[src/rtl/fifo_rd_ctrl.sv]
// Read-side controller of the asynchronous FIFO: derives empty from the synchronized
// write pointer, issues memory reads, and re-times read data through a 2-entry skid buffer.
module fifo_rd_ctrl #(
  parameter int DATA_BITS = 8,
  parameter int NUM_BITS  = 4,
  parameter int DEPTH     = 16
) (
  input  logic                 rd_clk,
  input  logic                 rd_rst,
  input  logic [NUM_BITS:0]    w_ptr_gray_sync,
  input  logic [DATA_BITS-1:0] mem_rd_data,
  input  logic                 out_ready,
  output logic                 rd_en,
  output logic [NUM_BITS-1:0]  rd_addr,
  output logic [NUM_BITS:0]    rd_ptr_gray,
  output logic                 empty,
  output logic [DATA_BITS-1:0] out_data,
  output logic                 out_valid
);

  if (DEPTH != (1 << NUM_BITS)) begin : g_depth_check
    $error("fifo_rd_ctrl: DEPTH must equal 2**NUM_BITS");
  end

  logic [NUM_BITS:0]    rdPtrBin_q, rdPtrBin_d;
  logic [NUM_BITS:0]    rdPtrGray_q, rdPtrGray_d;
  logic                 empty_q, empty_d;
  logic                 inflight_q;
  logic [1:0]           occ_q, occ_d;
  logic [DATA_BITS-1:0] buf0_q, buf0_d;
  logic [DATA_BITS-1:0] buf1_q, buf1_d;
  logic                 pop;
  logic [1:0]           credit;

  // A read is only issued when the buffer is guaranteed a free slot for it next cycle.
  always_comb begin
    pop         = (occ_q != 2'd0) & out_ready;
    credit      = occ_q + {1'b0, inflight_q} - {1'b0, pop};
    rd_en       = !empty_q && (credit <= 2'd1);
    rdPtrBin_d  = rdPtrBin_q + {{NUM_BITS{1'b0}}, rd_en};
    rdPtrGray_d = rdPtrBin_d ^ (rdPtrBin_d >> 1);
    empty_d     = (rdPtrGray_d == w_ptr_gray_sync);
  end

  always_comb begin
    buf0_d = buf0_q;
    buf1_d = buf1_q;
    occ_d  = occ_q;
    case ({inflight_q, pop})
      2'b10: begin
        if (occ_q == 2'd0) buf0_d = mem_rd_data;
        else               buf1_d = mem_rd_data;
        occ_d = occ_q + 2'd1;
      end
      2'b01: begin
        buf0_d = buf1_q;
        occ_d  = occ_q - 2'd1;
      end
      2'b11: begin
        if (occ_q == 2'd1) begin
          buf0_d = mem_rd_data;
        end else begin
          buf0_d = buf1_q;
          buf1_d = mem_rd_data;
        end
      end
      default: ;
    endcase
  end

  always_ff @(posedge rd_clk) begin
    if (rd_rst) begin
      rdPtrBin_q  <= '0;
      rdPtrGray_q <= '0;
      empty_q     <= 1'b1;
      inflight_q  <= 1'b0;
      occ_q       <= 2'd0;
      buf0_q      <= '0;
      buf1_q      <= '0;
    end else begin
      rdPtrBin_q  <= rdPtrBin_d;
      rdPtrGray_q <= rdPtrGray_d;
      empty_q     <= empty_d;
      inflight_q  <= rd_en;
      occ_q       <= occ_d;
      buf0_q      <= buf0_d;
      buf1_q      <= buf1_d;
    end
  end

  assign rd_addr     = rdPtrBin_q[NUM_BITS-1:0];
  assign rd_ptr_gray = rdPtrGray_q;
  assign empty       = empty_q;
  assign out_data    = buf0_q;
  assign out_valid   = (occ_q != 2'd0);

endmodule

[config.mk]
export PLATFORM = sky130hd
export DESIGN_NAME = fifo_rd_ctrl
export DESIGN_NICKNAME = d
export VERILOG_FILES = /design/src/rtl/fifo_rd_ctrl.sv
export SDC_FILE = /design/constraint.sdc
export NUM_CORES = 1
export LEC_CHECK = 0
export CAP_MARGIN = 15
export CORE_ASPECT_RATIO = 1.5
export CORE_UTILIZATION = 44
export DETAILED_ROUTE_END_ITERATION = 16
export PLACE_DENSITY = 0.73
export SYNTH_ARGS = -nofsm -noshare
export SYNTH_HDL_FRONTEND = slang
export SYNTH_SLANG_ARGS = --single-unit
export TNS_END_PERCENT = 20
[constraint.sdc]
create_clock -name rd_clk -period 3.6 [get_ports rd_clk]
set_input_delay 0.72 -clock rd_clk [delete_from_list [all_inputs] [get_ports rd_clk]]
set_output_delay 0.72 -clock rd_clk [all_outputs]
set_load 0.02 [all_outputs]
==> out/summary.log, run 1 <==
INFO  sta            setup_viol=0
INFO  clock_tree     ctsResizeCount=0
INFO  synthesis      synthesized_area_per_cell=9.28squm
INFO  layout         seq_area=581squm
INFO  layout         mostFrequentLayoutCell=clkdlybuf4s50_1
INFO  job            max_cap_violations=0
INFO  sta            finClkSkew=0.00444ns
INFO  floorplan      die-area=3330squm
INFO  clock_tree     clock_tree_buffer_depth=2
INFO  drt            avgRoutedWirePerCell=13.3microns
INFO  setup_path     worst_path_max_delay_cell=clkdlybuf4s50_1
INFO  setup_path     cp_slowest_stage_delay=0.63ns
INFO  global_routing grt_max_degree=30
INFO  floorplan      pin_count=36
INFO  floorplan      floorplan.initialDensity=46.8%
INFO  drt            detail-route-antenna-nets=0
INFO  global_routing grt_overflow_total=0
INFO  drt            dr.pass1.iters=7
INFO  setup_path     critical_path_class=in -> out
INFO  synthesis      mapped_nets=169
INFO  clock_tree     number_of_clock_sinks=29
INFO  synthesis      mappedNetlistArea=1360squm
INFO  sta            rsz0062_at_grt=false
INFO  sta            max_clock_freq=309MHz
INFO  synthesis      synth-seq-cells=29
INFO  clock_tree     path_clk_slew=0.06ns
INFO  pwr            power_density_cells=769nW/um^2
INFO  placed_design  hpwlAfterDp=2160microns
INFO  layout         insertedDiodeCount=0
INFO  sta            maxSlewViolCount=0
INFO  floorplan      chipWidth=47.5microns
INFO  setup_path     cp_cell_sequence=clkdlybuf4s50_1, nand2_1, inv_1, nor2_1, a22oi_1, xnor2_1, nor2_1, clkdlybuf4s50_1
INFO  synthesis      synth_cell_types=25
INFO  sta            totalNegativeSetupSlack=0ns
INFO  sta            timing.final.crit_share=89.8%
INFO  layout         multi_input_area=744squm
INFO  clock_tree     cts_hold_buf=0
INFO  global_routing wire_length_of_the_first_global_routing_pass=4930microns
INFO  layout         num-nets-final=208
INFO  layout         final_layout_size_suffix_gt1_share=6.42%
INFO  setup_path     timing.critical_path.required=2.88ns
INFO  setup_path     critical_path_arrival=2.51ns
INFO  global_routing grt_use_total=20.8%
INFO  clock_tree     post_cts_setup_repair_buffer_count=0
INFO  floorplan      std_cell_rows=24
INFO  global_routing via_count_of_the_first_global_routing_pass=1,167
INFO  sta            timing_hold_violations_final=0
INFO  sta            final.min_clock_period=3.23ns
INFO  outcome        status=finished clean
INFO  synthesis      portion_of_the_post_synthesis_area_used_by_sequential_elements=42.6%
INFO  setup_path     crit_path_launch_type=input port
INFO  floorplan      fp.coreArea=2910squm
INFO  placed_design  detailedPlace.worstSlack=0.298ns
INFO  drt            vias=1,183
INFO  clock_tree     clock_insertion_delay_at_the_later_pin_of_the_skew_report=0.29ns
INFO  pwr            power_leakage=0.731nW
INFO  min_path       hold_path_depth=2
INFO  pwr            ir_drop=0.000505V
INFO  drt            drc=0
INFO  min_path       min-delay-path-class=reg -> reg
INFO  layout         fin_cells=226
INFO  clock_tree     cts_made_buffers=5
INFO  global_routing antenna_found_initial=0
INFO  synthesis      yosys_warnings=0
INFO  setup_path     critical_path_capture_point_type=output pin
INFO  clock_tree     clockRootBuffer=clkbuf_8
INFO  drt            drt-initial-drc-count=37
INFO  layout         final.fill_count=256
INFO  synthesis      syn_inst=147
INFO  setup_path     crit_fanout=3
INFO  sta            setup_ws=0.367ns
INFO  layout         fin_area=1860squm
INFO  floorplan      die-height=70.2microns
INFO  placed_design  post_dp_cell_area=1750squm
INFO  placed_design  portBuffers=35
INFO  sta            relSlewSlack=31.9%
INFO  layout         area_growth_syn_to_layout=36.1%
INFO  placed_design  count_of_placed_standard_cells_including_taps=218
INFO  drt            detail_route.vias_per_cell=5.23
INFO  layout         layout_common_cells=clkdlybuf4s50_1, dfxtp_1, nor2_1
INFO  setup_path     rr_worst_depth=16
INFO  clock_tree     htree_levels=2
INFO  drt            drt_wl_total=3010microns
INFO  sta            slew_at_the_pin_closest_to_its_max_slew_limit=1.02ns
INFO  clock_tree     cts_tree=built
INFO  placed_design  routability_congestion_estimate=0.767
==> final timing paths <==
path / slack [ns] / startpoint / to
setup / recovery: 0.37 / out_ready / rd_en
hold / removal: 0.49 / out_data[2]$_SDFFE_PP0P_ / out_data[2]$_SDFFE_PP0P_
setup reg to reg: 0.66 / occ_q[0]$_SDFFE_PP0P_ / empty$_SDFF_PP1_
hold reg to reg: 0.49 / out_data[2]$_SDFFE_PP0P_ / out_data[2]$_SDFFE_PP0P_
==> flip-flops by register name, summed over array words and instances (netlist names) <==
name and count:
empty 1, out_data 8, buf1_q 8, inflight_q 1, rd_ptr_gray 4, rdPtrBin_q 5
occ_q 2
==> power breakdown <==
group          internal (W)  total (W)  leakage [nW]  switching, W
Combinational      0.000302   0.000676         0.439      0.000374
Sequential         0.000401   0.000449         0.237     0.0000482
Clock              0.000172   0.000301        0.0542      0.000128
Total              0.000876    0.00143         0.731      0.000551
==> synthesized netlist by cell type, drive strengths merged <==
| cell | count | share of area, % |
|---|---|---|
| a211oi | 1 | 0.55 |
| a21o | 8 | 4.4 |
| a21oi | 1 | 1.2 |
| a222oi | 8 | 5.9 |
| a22oi | 1 | 0.55 |
| a31o | 1 | 0.64 |
| buf | 1 | 0.37 |
| clkbuf | 3 | 0.83 |
| clkinv | 1 | 0.27 |
| dfxtp | 29 | 43 |
| ha | 6 | 5.5 |
| inv | 5 | 1.4 |
| mux2i | 9 | 6.6 |
| nand2 | 9 | 2.5 |
| nand2b | 2 | 0.92 |
| nand3 | 3 | 1.1 |
| nor2 | 28 | 7.7 |
| nor2b | 3 | 1.4 |
| nor3 | 9 | 3.3 |
| o21ai | 2 | 0.73 |
| o31ai | 1 | 1.6 |
| or2 | 1 | 0.46 |
| xnor2 | 8 | 5.1 |
| xor2 | 7 | 4.5 |
==> layout make-up <==
cell class                      count  share of cell area (%)
Sequential cell                    29                    31.3
Clock buffer                        7                    5.19
Multi-Input combinational cell    108                    40.1
Timing Repair Buffer               36                    19.3
Inverter                            6                    1.21
Tap cell                           39                    2.63
Clock inverter                      1                   0.270
==> per-stage QoR <==
stage,power (W),hold WS (ns),utilization (%)
floorplan,0.000901,0.459,-
global placement,0.00112,0.474,60.2
detailed placement,0.00113,0.474,60.2
CTS,0.00144,0.492,63.7
global route,0.00152,0.508,63.7
finish,0.00143,0.491,63.7
==> worst max-delay path, delay by kind of cell <==
kind                      cells  cell delay [ns]
buffers and inverters         3             1.20
AOI/OAI and AO/OA             1             0.23
and+or+nand+nor               3             0.26
xor gates and xnor gates      1             0.11
==> metal layers <==
metal	share of wire, %	track usage (%)
met4	2.4	12.1
met1	41	21.8
met3	6.0	6.20
met2	50	34.4
met5	0	0
==> logic make-up (layout without fill, tap and decap cells) <==
group | Yosys count | count (layout) | synth area share, %
DFF | 29 | 29 | 42.6
adders and majority gates | 6 | 6 | 5.50
xor gates and xnor gates | 15 | 15 | 9.63
AOI/OAI and AO/OA | 23 | 23 | 15.5
muxes | 9 | 9 | 6.61
buffers and inverters | 10 | 50 | 2.84
and+or+nand+nor | 55 | 55 | 17.3
(Power assumes the default switching activity.)
==> inputs of run 2 (changes only) <==
- clock period: 3.6 -> 4.15 ns (I/O delays scaled with it)
==> out/summary.log, run 2 (same netlist as run 1, synthesis figures left out) <==
INFO  pwr            comb_power_share=44.8% [was 47.4%]
INFO  clock_tree     clock_tree_buffer_depth=2 [unchanged]
INFO  setup_path     regToRegStartpoint=occ_q[0]$_SDFFE_PP0P_ [unchanged]
INFO  placed_design  routability_congestion_estimate=0.768 [was 0.767]
INFO  pwr            power_leakage=0.745nW [was 0.731 nW]
INFO  sta            rsz0062_at_grt=false [unchanged]
INFO  clock_tree     clockRootBuffer=clkbuf_8 [unchanged]
INFO  setup_path     critical_path.startpoint=out_ready [unchanged]
INFO  sta            finClkSkew=0.00412ns [was 0.00444 ns]
INFO  clock_tree     cts_tree=built [unchanged]
INFO  clock_tree     ctsResizeCount=0 [unchanged]
INFO  floorplan      std_cell_rows=24 [unchanged]
INFO  setup_path     critical_path_class=in -> out [unchanged]
INFO  global_routing grt_overflow_total=0 [unchanged]
INFO  layout         postLayoutCoreUtil=64.8% [was 63.7%]
INFO  global_routing grt_max_degree=30 [unchanged]
INFO  layout         mostFrequentLayoutCell=clkdlybuf4s50_1 [unchanged]
INFO  pwr            share_seq_of_total_power=29.2% [was 31.5%]
INFO  sta            final.min_clock_period=3.49ns
INFO  clock_tree     number_of_clock_sinks=29 [unchanged]
INFO  pwr            power=0.00134W [was 0.00143 W]
INFO  clock_tree     cts_made_buffers=5 [unchanged]
INFO  setup_path     crit_fanout=3 [unchanged]
INFO  sta            timing_hold_violations_final=0 [unchanged]
INFO  sta            totalNegativeSetupSlack=0ns [unchanged]
INFO  global_routing antenna_found_initial=0 [unchanged]
INFO  job            max_cap_violations=0 [unchanged]
INFO  layout         area_growth_syn_to_layout=38.4% [was 36.1%]
INFO  pwr            power_density_cells=708nW/um^2 [was 769 nW/um^2]
INFO  clock_tree     htree_levels=2 [unchanged]
INFO  clock_tree     path_clk_slew=0.07ns [was 0.06 ns]
INFO  sta            relSlewSlack=33.2% [was 31.9%]
INFO  global_routing wire_length_of_the_first_global_routing_pass=5270microns [was 4930 microns]
INFO  outcome        status=finished clean [unchanged]
INFO  layout         final_layout_size_suffix_gt1_share=6.42% [unchanged]
INFO  floorplan      die-area=3330squm [unchanged]
INFO  placed_design  hpwlAfterDp=2230microns [was 2160 microns]
INFO  setup_path     timing.critical_path.required=3.32ns [was 2.88 ns]
INFO  drt            avgRoutedWirePerCell=14.2microns [was 13.3 microns]
INFO  layout         num-nets-final=208 [unchanged]
INFO  sta            max_clock_freq=287MHz
INFO  placed_design  portBuffers=35 [unchanged]
INFO  drt            detail_route.vias_per_cell=5.32 [was 5.23]
INFO  floorplan      floorplan.initialDensity=46.8% [unchanged]
INFO  pwr            clock_power_share=26.0% [was 21.1%]
INFO  pwr            power_report.internal_total=0.000849W [was 0.000876 W]
INFO  min_path       min-delay-path-class=reg -> reg [unchanged]
INFO  clock_tree     post_cts_setup_repair_buffer_count=0 [unchanged]
INFO  pwr            switching_power=0.000488W [was 0.000551 W]
INFO  drt            vias=1,202 [was 1,183]
INFO  drt            drc=0 [unchanged]
INFO  floorplan      chipWidth=47.5microns [unchanged]
INFO  layout         layout_common_cells=clkdlybuf4s50_1, dfxtp_1, nor2_1 [unchanged]
INFO  sta            timing.final.crit_share=84.0%
INFO  floorplan      die-height=70.2microns [unchanged]
INFO  global_routing via_count_of_the_first_global_routing_pass=1,181 [was 1,167]
INFO  min_path       worstHoldStart=empty$_SDFF_PP1_ [was out_data[2]$_SDFFE_PP0P_]
INFO  sta            setup_viol=0 [unchanged]
INFO  drt            dr.pass1.iters=4 [was 7]
INFO  pwr            power_switching_share=36.5% [was 38.6%]
INFO  clock_tree     cts_hold_buf=0 [unchanged]
INFO  drt            drt-initial-drc-count=41 [was 37]
INFO  floorplan      pin_count=36 [unchanged]
INFO  setup_path     critical_path_arrival=2.66ns [was 2.51 ns]
INFO  sta            slew_at_the_pin_closest_to_its_max_slew_limit=1.00ns [was 1.02 ns]
INFO  drt            detail-route-antenna-nets=0 [unchanged]
INFO  global_routing grt_use_total=22.3% [was 20.8%]
INFO  setup_path     crit_path_launch_type=input port [unchanged]
INFO  setup_path     critical_path_capture_point_type=output pin [unchanged]
INFO  drt            drt_wl_total=3210microns [was 3010 microns]
INFO  sta            maxSlewViolCount=0 [unchanged]
INFO  layout         insertedDiodeCount=0 [unchanged]
INFO  floorplan      fp.coreArea=2910squm [unchanged]
INFO  clock_tree     clock_insertion_delay_at_the_later_pin_of_the_skew_report=0.28ns [was 0.29 ns]
INFO  pwr            ir_drop=0.000539V [was 0.000505 V]
run 2: path summary, 6_finish.rpt:
path                           end  slack (ns)  depth (start not counted)
max reg2reg       empty$_SDFF_PP1_        1.16                         16
min          inflight_q$_SDFF_PP0_        0.49                          1
min reg2reg  inflight_q$_SDFF_PP0_        0.49                          1
max                          rd_en        0.66                          8
run 2: critical path, stage by stage:
cell             delay (ns)
clkdlybuf4s50_1        0.48
nand2_1                0.08
inv_1                  0.09
nor2_1                 0.04
a22oi_1                0.20
xnor2_1                0.11
nor2_1                 0.18
clkdlybuf4s50_1        0.64
run 2: per-stage QoR:
step           hold WS (ns)  worst slack [ns]  instances  cell area [sq um]
2_1_floorplan         0.459              1.02        147               1360
3_3_place_gp          0.470             0.717        218               1750
3_5_place_dp          0.456             0.692        218               1750
4_1_cts               0.488             0.652        226               1890
5_1_grt               0.505             0.564        226               1890
6_report              0.485             0.664        226               1890
run 2: area by class of cell:
type,instances,area [sq um]
clock buffer,5,68.8
clock inverter,3,65.1
fill,251,1020
inverter,6,22.5
multi-input combinational,108,744
sequential,29,581
tap,39,48.8
timing repair buffer,36,358
run 2: power groups by stage:
| stage | Clock (W) | Combinational, W | Sequential [W] |
|---|---|---|---|
| 2_1_floorplan | 0 | 0.000335 | 0.000447 |
| 3_3_place_gp | 0 | 0.000577 | 0.000392 |
| 3_5_place_dp | 0 | 0.000592 | 0.000395 |
| 4_1_cts | 0.000356 | 0.000602 | 0.000391 |
| 5_1_grt | 0.000369 | 0.000652 | 0.000399 |
| 6_report | 0.000347 | 0.000599 | 0.000390 |
run 2: per-layer routing:
metal  global-route usage (%)  routed length [microns]  share of wire (%)  vias to the layer above
met5                        0                        0                  0                        -
met4                     9.52                       27               0.84                        0
met3                     6.98                      167                5.2                        2
met2                     39.6                     1790                 56                       33
met1                     22.0                     1220                 38                      576
li1                         -                        -                  -                      591
==> inputs of run 3 (changes only) <==
- clock period: 4.15 -> 3.21 ns (I/O delays scaled with it)
==> out/summary.log, run 3 (same netlist as run 1, synthesis figures left out) <==
INFO  clock_tree     clockRootBuffer=clkbuf_8 [unchanged]
INFO  min_path       min-delay-path-class=reg -> reg [unchanged]
INFO  floorplan      chipWidth=47.5microns [unchanged]
INFO  sta            rsz0062_at_grt=false [unchanged]
INFO  layout         mostFrequentLayoutCell=clkdlybuf4s50_1 [unchanged]
INFO  setup_path     critical_path_capture_point_type=flop [was output pin]
INFO  sta            relSlewSlack=33.9% [was 33.2%]
INFO  placed_design  hpwlAfterDp=2240microns [was 2230 microns]
INFO  drt            detail_route.vias_per_cell=5.26 [was 5.32]
INFO  clock_tree     number_of_clock_sinks=29 [unchanged]
INFO  sta            finClkSkew=0.00643ns [was 0.00412 ns]
INFO  layout         insertedDiodeCount=0 [unchanged]
INFO  setup_path     rrSetupSlack=0.34ns [was 1.16 ns]
INFO  sta            timing_hold_violations_final=0 [unchanged]
INFO  floorplan      pin_count=36 [unchanged]
INFO  global_routing wire_length_of_the_first_global_routing_pass=5220microns [was 5270 microns]
INFO  placed_design  post_dp_cell_area=1780squm [was 1750 sq um]
INFO  placed_design  portBuffers=35 [unchanged]
INFO  sta            final.min_clock_period=2.87ns
INFO  placed_design  routability_congestion_estimate=0.764 [was 0.768]
INFO  job            max_cap_violations=0 [unchanged]
INFO  drt            drt_wl_total=3080microns [was 3210 microns]
INFO  pwr            ir_drop=0.000547V [was 0.000539 V]
INFO  clock_tree     clock_tree_buffer_depth=2 [unchanged]
INFO  global_routing antenna_found_initial=0 [unchanged]
INFO  drt            avgRoutedWirePerCell=13.4microns [was 14.2 microns]
INFO  floorplan      floorplan.initialDensity=46.8% [unchanged]
INFO  sta            totalNegativeSetupSlack=0ns [unchanged]
INFO  sta            max_clock_freq=348MHz
INFO  setup_path     timing.critical_path.required=3.39ns [was 3.32 ns]
INFO  min_path       hold_end=inflight_q$_SDFF_PP0_ [unchanged]
INFO  clock_tree     cts_made_buffers=5 [unchanged]
INFO  clock_tree     clock_insertion_delay_at_the_later_pin_of_the_skew_report=0.29ns [was 0.28 ns]
INFO  setup_path     critical_path_arrival=3.05ns [was 2.66 ns]
INFO  floorplan      die-height=70.2microns [unchanged]
INFO  sta            timing.final.crit_share=89.5%
INFO  drt            vias=1,205 [was 1,202]
INFO  drt            detail-route-antenna-nets=0 [unchanged]
INFO  setup_path     regToRegStartpoint=occ_q[0]$_SDFFE_PP0P_ [unchanged]
INFO  drt            drc=0 [unchanged]
INFO  global_routing via_count_of_the_first_global_routing_pass=1,179 [was 1,181]
INFO  layout         fin_area=1910squm [was 1890 sq um]
INFO  drt            dr.pass1.iters=4 [unchanged]
INFO  layout         area_growth_syn_to_layout=40.3% [was 38.4%]
INFO  clock_tree     path_clk_slew=0.06ns [was 0.07 ns]
INFO  pwr            power_leakage=0.770nW [was 0.745 nW]
INFO  layout         final_layout_size_suffix_gt1_share=7.89% [was 6.42%]
INFO  floorplan      die-area=3330squm [unchanged]
INFO  sta            setup_viol=0 [unchanged]
INFO  drt            drt-initial-drc-count=69 [was 41]
INFO  min_path       hold_path_depth=1 [unchanged]
INFO  global_routing grt_overflow_total=0 [unchanged]
INFO  outcome        status=finished clean [unchanged]
INFO  setup_path     critical_path_class=reg -> reg [was in -> out]
INFO  sta            maxSlewViolCount=0 [unchanged]
INFO  clock_tree     post_cts_setup_repair_buffer_count=0 [unchanged]
INFO  global_routing grt_use_total=22.1% [was 22.3%]
INFO  clock_tree     cts_tree=built [unchanged]
INFO  setup_path     crit_path_launch_type=flop [was input port]
INFO  min_path       worstHoldStart=empty$_SDFF_PP1_ [unchanged]
INFO  floorplan      fp.coreArea=2910squm [unchanged]
INFO  layout         num-nets-final=211 [was 208]
INFO  clock_tree     htree_levels=2 [unchanged]
INFO  global_routing grt_max_degree=30 [unchanged]
INFO  layout         layout_common_cells=clkdlybuf4s50_1, dfxtp_1, nor2_1 [unchanged]
INFO  setup_path     rr_worst_depth=17 [was 16]
INFO  pwr            power_density_cells=899nW/um^2 [was 708 nW/um^2]
INFO  setup_path     crit-reg2reg-capture=empty$_SDFF_PP1_ [unchanged]
INFO  sta            slew_at_the_pin_closest_to_its_max_slew_limit=0.989ns [was 1.00 ns]
INFO  floorplan      std_cell_rows=24 [unchanged]
INFO  setup_path     crit_fanout=5 [was 3]
-- run 3: changes by cell type in the layout (fill, tap and decap cells not counted) --
| cell | delta |
|---|---|
| dlymetal6s2s_1 | +1 |
| buf_4 | +3 |
| clkdlybuf4s50_1 | -1 |
-- run 3: metrics by stage --
stage / hold slack, ns / power, W / worst slack (ns) / utilization (%) / cells
floorplan: 0.459 / 0.00101 / 0.0820 / - / 147
global placement: 0.473 / 0.00125 / 0.114 / 61.0 / 221
detailed placement: 0.479 / 0.00128 / 0.0395 / 61.0 / 221
CTS: 0.493 / 0.00174 / 0.0800 / 65.6 / 229
global route: 0.509 / 0.00182 / 0.0715 / 65.7 / 229
finish: 0.487 / 0.00172 / 0.336 / 65.7 / 229
-- run 3: report_power, final --
group / switching (W) / leakage (nW) / internal (W)
Clock: 0.000144 / 0.0681 / 0.000308
Sequential: 0.0000554 / 0.237 / 0.000450
Combinational: 0.000424 / 0.465 / 0.000339
Total: 0.000623 / 0.770 / 0.00110
-- run 3: repair_timing --
action / 4_1_cts / 5_1_grt
endpoints found under the hold margin: 0 / 0
hold buffers: 0 / 0
setup endpoints to repair: 0 / 1
resized for setup: 0 / 1
-- run 3: layer usage --
metal	part of all wire (%)	track usage [%]
met4	2.0	9.52
met1	39	23.9
met3	6.0	7.24
met2	53	37.0
met5	0	0
-- run 3: critical path: stages (launching register included) --
cell and delay, ns:
dfxtp_1 0.42, inv_1 0.07, ha_1 0.25, inv_1 0.11, nand2_1 0.08, inv_1 0.10
nor2_1 0.04, a22oi_1 0.21, xnor2_1 0.11, nor2_1 0.15, ha_1 0.21, ha_1 0.24
nand3_1 0.11, xor2_1 0.16, buf_4 0.15, nand2b_1 0.06, mux2i_1 0.06, a31o_2 0.24
-- run 3: worst max path at each step --
stage | start | endpoint | slack, ns | cells after the start
2_1_floorplan | occ_q[0]$_SDFFE_PP0P_ | empty$_SDFF_PP1_ | 0.08 | 16
3_3_place_gp | out_ready | empty$_SDFF_PP1_ | 0.11 | 15
3_5_place_dp | out_ready | empty$_SDFF_PP1_ | 0.04 | 15
4_1_cts | occ_q[0]$_SDFFE_PP0P_ | rd_en | 0.08 | 10
5_1_grt | occ_q[0]$_SDFFE_PP0P_ | empty$_SDFF_PP1_ | 0.07 | 17
6_report | occ_q[0]$_SDFFE_PP0P_ | empty$_SDFF_PP1_ | 0.34 | 17
-- run 3: layout make-up --
type,count,area (sq um)
fillers,264,1000
flip-flops and latches,29,581
multi-input cells,108,744
inverters,6,22.5
repair buffers,39,383
clock inverters,3,65.1
clock buffers,5,68.8
well taps,39,48.8
